File: src/rtl/dice_roller_array.sv
// Multi-die roller: mixed-radix odometer spin with per-die holds, then a
// sequential face total and all-equal flag published with a one-cycle done pulse.
module dice_roller_array #(
  parameter int NUM_DICE = 2,
  parameter int FACES    = 6,
  localparam int FACE_W  = $clog2(FACES + 1),
  localparam int SUM_W   = $clog2(NUM_DICE * FACES + 1),
  localparam int IDX_W   = $clog2(NUM_DICE + 1)
) (
  input  logic                         clock,
  input  logic                         reset,
  input  logic                         enable,
  input  logic [NUM_DICE-1:0]          hold,
  output logic [NUM_DICE*FACE_W-1:0]   faces,
  output logic [SUM_W-1:0]             sum,
  output logic                         all_equal,
  output logic                         busy,
  output logic                         done,
  output logic                         result_valid
);

  typedef enum logic [1:0] {
    ST_IDLE,
    ST_SPIN,
    ST_SUM
  } state_e;

  state_e                             state_q, state_d;
  logic [NUM_DICE-1:0][FACE_W-1:0]    face_q, face_d;
  logic [SUM_W-1:0]                   acc_q, acc_d;
  logic [IDX_W-1:0]                   idx_q, idx_d;
  logic                               eq_q, eq_d;
  logic [SUM_W-1:0]                   sum_q, sum_d;
  logic                               all_equal_q, all_equal_d;
  logic                               busy_q, busy_d;
  logic                               done_q, done_d;
  logic                               result_valid_q, result_valid_d;
  logic                               carry;
  logic [FACE_W-1:0]                  cur_face;

  always_comb begin
    state_d        = state_q;
    face_d         = face_q;
    acc_d          = acc_q;
    idx_d          = idx_q;
    eq_d           = eq_q;
    sum_d          = sum_q;
    all_equal_d    = all_equal_q;
    done_d         = 1'b0;
    result_valid_d = result_valid_q;
    carry          = 1'b1;
    cur_face       = face_q[0];

    for (int unsigned i = 0; i < NUM_DICE; i++) begin
      if (idx_q == IDX_W'(i)) cur_face = face_q[i];
    end

    case (state_q)
      ST_IDLE: begin
        if (enable) begin
          state_d        = ST_SPIN;
          result_valid_d = 1'b0;
        end
      end
      ST_SPIN: begin
        if (enable) begin
          // Held dice are skipped entirely, so the carry passes straight through them.
          for (int unsigned i = 0; i < NUM_DICE; i++) begin
            if (!hold[i]) begin
              if (carry) begin
                face_d[i] = (face_q[i] == FACE_W'(FACES)) ? FACE_W'(1)
                                                          : face_q[i] + FACE_W'(1);
              end
              carry = carry & (face_q[i] == FACE_W'(FACES));
            end
          end
        end else begin
          state_d = ST_SUM;
          acc_d   = '0;
          idx_d   = '0;
          eq_d    = 1'b1;
        end
      end
      ST_SUM: begin
        acc_d = acc_q + SUM_W'(cur_face);
        idx_d = idx_q + IDX_W'(1);
        eq_d  = eq_q & (cur_face == face_q[0]);
        if (idx_q == IDX_W'(NUM_DICE - 1)) begin
          sum_d          = acc_d;
          all_equal_d    = eq_d;
          done_d         = 1'b1;
          result_valid_d = 1'b1;
          state_d        = ST_IDLE;
        end
      end
      default: state_d = ST_IDLE;
    endcase

    busy_d = (state_d != ST_IDLE);
  end

  always_ff @(posedge clock or posedge reset) begin
    if (reset) begin
      state_q        <= ST_IDLE;
      for (int unsigned i = 0; i < NUM_DICE; i++) face_q[i] <= FACE_W'(1);
      acc_q          <= '0;
      idx_q          <= '0;
      eq_q           <= 1'b1;
      sum_q          <= SUM_W'(NUM_DICE);
      all_equal_q    <= 1'b1;
      busy_q         <= 1'b0;
      done_q         <= 1'b0;
      result_valid_q <= 1'b0;
    end else begin
      state_q        <= state_d;
      face_q         <= face_d;
      acc_q          <= acc_d;
      idx_q          <= idx_d;
      eq_q           <= eq_d;
      sum_q          <= sum_d;
      all_equal_q    <= all_equal_d;
      busy_q         <= busy_d;
      done_q         <= done_d;
      result_valid_q <= result_valid_d;
    end
  end

  assign faces        = face_q;
  assign sum          = sum_q;
  assign all_equal    = all_equal_q;
  assign busy         = busy_q;
  assign done         = done_q;
  assign result_valid = result_valid_q;

endmodule

File: config.mk
export PLATFORM = sky130hd
export DESIGN_NAME = dice_roller_array
export DESIGN_NICKNAME = d
export VERILOG_FILES = /design/src/rtl/dice_roller_array.sv
export SDC_FILE = /design/constraint.sdc
export NUM_CORES = 1
export LEC_CHECK = 0
export ABC_AREA = 0
export CAP_MARGIN = 20
export CORE_MARGIN = 2
export CORE_UTILIZATION = 47
export DETAILED_ROUTE_END_ITERATION = 8
export PLACE_DENSITY_LB_ADDON = 0.12
export SLEW_MARGIN = 20
export SYNTH_ARGS = -nofsm -noshare
export SYNTH_HDL_FRONTEND = slang
export SYNTH_SLANG_ARGS = --single-unit
export TNS_END_PERCENT = 50
File: constraint.sdc
create_clock -name clock -period 1.85 [get_ports clock]
set_input_delay 0.555 -clock clock [delete_from_list [all_inputs] [get_ports clock]]
set_output_delay 0.555 -clock clock [all_outputs]
set_load 0.05 [all_outputs]
==> results.md <==
- Status: finished, violations left
- Failing checks: setup timing
- Gpl congestion: 0.765
- Most used DFF post-synth: dfrtp_1
- Synth area leaders: dfrtp_1, dfstp_2, mux2_2, ha_1, inv_1
- HP Class: flop to flop
- Io pins: 19
- YS warnings: 0
- Cells after synthesis: 110
- Final period utilization: 104%
- Vias per cell: 5.28
- Initial antenna violation count: 0
- Ant. Diodes: 0
- Vias in the first global route: 888
- Setup Crit Path Kind: flop to flop
- Register area share after synthesis: 48.2%
- Slew @ Worst Pin: 398 ps
- Via Count: 918
- Total CTS buffers: 3
- Wire length per cell: 14.0 um
- Logic gate share of total power: 66.2%
- Fin Hold WS: 493 ps
- Post-synthesis sequential element count: 23
- Static leakage: 0.782 nW
- CP arrival: 2150 ps
- Layout Cells excl Fill: 174
- Crit. End Element: flop
- CP startpoint kind: flop
- Die footprint: 2990 um^2
- FFs w/ async S/R, synth: 100%
- Switching power: 1.54 mW
- Final hold vios: 0
- Clock-pin slew on the worst setup and hold paths: 130 ps
- Area of the core: 2450 um^2
- Rel. slew slack: 73.5%
- Slew Viols, Final: 0
- Grt ovf: 0
- Switching Share: 44.1%
- Design area: 1700 um^2
- Finish-stage setup viols: 2
- NumNets Final: 155
- Place WS: -136 ps
- First-pass GRT wire length: 4000 um
- Pwr per Cell Area: 2050 nW/um^2
- Cell variety after synth: 37
- Avg Inst Size Synth: 11.0 um^2
- Post-synth EDFFs: 0
- Cell count after placement: 169
- Final Critical Period: 1920 ps
- DP Wirelength: 1870 um
- Die Ht: 54.7 um
- Root Driver: clkbuf_4
- Worst vdd ir: 0.00139 V
- Layout cells sized above 1: 42.4%
- Max Cap Viol: 0
- Largest net degree at the start of global routing: 24
- Placed cell area: 1630 um^2
- Post-synth top area cell: dfrtp_1
- Clock buffer depth: 2
- Int Pwr: 1.95 mW
- Port Buffers: 18
- Drt first pass iters: 4
- Clock share of power: 6.5%
- DRC viols: 0
- Reg power frac: 27.3%
- CTS tree: yes
- Setup WS post-layout: -71.3 ps
- Gr usage total: 19.4%
- Hold buffers post-CTS: 0
- # H-tree levels: 1
- Clock Latency Late Sink: 310 ps
- Synth top area share: 37.3%
- Post-DRT Antenna Nets: 0
- FMAX: 520 MHz
- Area delta synth->final: 40.8%
- Initial DRC Count: 19
- Critical path peak fanout: 5
- Initial Util: 49.1%
- Routed wire length: 2440 um
- Area of the mapped netlist: 1210 um^2
- Syn nets: 120
- Die X-Extent: 54.7 um
- Clock Skews: 9.15 ps
- Row cnt: 18
- RSZ-0062 raised after global routing: yes
- TritonCTS Sinks: 23
- Worst EP required: 2080 ps
-- layout make-up --
| cell class | instances | area (um^2) |
|---|---|---|
| fillers | 186 | 757 |
| multi-input cells | 72 | 641 |
| flip-flops and latches | 23 | 582 |
| repair buffers | 35 | 373 |
| inverters | 10 | 37.5 |
| well taps | 30 | 37.5 |
| clock buffers | 3 | 22.5 |
| clock inverters | 1 | 5.00 |
-- layout by cell type, fill, tap and decap left out, drive strengths merged, types with 2 or more instances in the layout --
cell type,count
nand2b,5
xor2,2
nor2b,2
a211oi,2
dfrtp,18
and4bb,2
clkdlybuf4s50,4
o211ai,2
mux2,5
a21oi,7
nor2,6
xnor2,4
a221oi,2
inv,10
ha,4
o21ai,5
clkbuf,3
dfstp,5
o22ai,2
nand3,4
buf,31
nand2,5
-- synthesized netlist by cell type, types with 4 or more instances --
master / instances
inv_1: 10
mux2_2: 5
nand2_1: 5
xnor2_1: 4
ha_1: 4
dfstp_2: 5
nand2b_1: 5
dfrtp_1: 18
a21oi_1: 7
o21ai_0: 5
nor2_1: 6
nand3_1: 4
-- power groups by stage --
stage | Clock [mW] | Combinational (mW) | Sequential [mW]
finish | 0.228 | 2.31 | 0.952
global route | 0.255 | 2.47 | 0.984
CTS | 0.233 | 2.23 | 0.953
detailed placement | 0 | 2.19 | 0.953
global placement | 0 | 2.16 | 0.949
floorplan | 0 | 0.907 | 1.41
-- path summary, 6_finish.rpt --
check,end,slack (ps),start,cells after the start
min in group asynchronous,sum[2]$_DFFE_PP0P_,560,reset,3
max in group asynchronous,faces[3]$_DFFE_PP1P_,990,reset,3
worst max-delay path,acc_q[1]$_DFFE_PP0P_,-70,idx_q[1]$_DFFE_PP0P_,7
worst min-delay path,sum[1]$_DFFE_PP1P_,490,sum[1]$_DFFE_PP1P_,2
worst min register to register,sum[1]$_DFFE_PP1P_,490,sum[1]$_DFFE_PP1P_,2
worst max register to register,acc_q[1]$_DFFE_PP0P_,-70,idx_q[1]$_DFFE_PP0P_,7
-- registers in the layout, summed over array words and instances (netlist names) --
name and flops:
state_q 2, sum 4, result_valid 1, eq_q 1, acc_q 4, all_equal 1, busy 1, done 1
faces 6, idx_q 2
-- layer usage --
metal,GRT usage [%],share of wire [%]
met1,25.9,48
met2,30.6,47
met3,4.64,4.1
met4,6.67,0.78
met5,0,0
-- metrics by stage --
step | utilization (%) | setup TNS, ps | power, mW
after floorplan | - | -336 | 2.31
after global placement | 66.6 | -239 | 3.11
after detailed placement | 66.6 | -479 | 3.14
after CTS | 68.4 | -164 | 3.41
after global routing | 69.2 | -458 | 3.71
final | 69.2 | -131 | 3.49
-- worst max-delay path, stage by stage, from the launching register on --
cell,delay [ps]
dfrtp_1,410
inv_2,70
ha_4,160
mux2_4,320
ha_4,180
inv_2,60
fa_2,450
a221oi_2,220
-- cell families after synthesis --
logic type / after synthesis / share of synthesized area, %
AO/OA/AOI/OAI: 28 / 15.9
AND/OR/NAND/NOR: 27 / 14.1
flip-flops: 23 / 48.2
buffers and inverters: 15 / 6.12
XOR/XNOR: 6 / 4.36
multiplexers: 6 / 5.50
adder cells (fa/ha/maj): 5 / 5.81
-- timing repair --
item                                    4_1_cts  5_1_grt
pin swaps                                     2        1
endpoints found under the setup margin        5        5
gates resized for setup                       3        4
buffers inserted                              1        0
gates cloned                                  0        0
(Power assumes the default switching activity.)
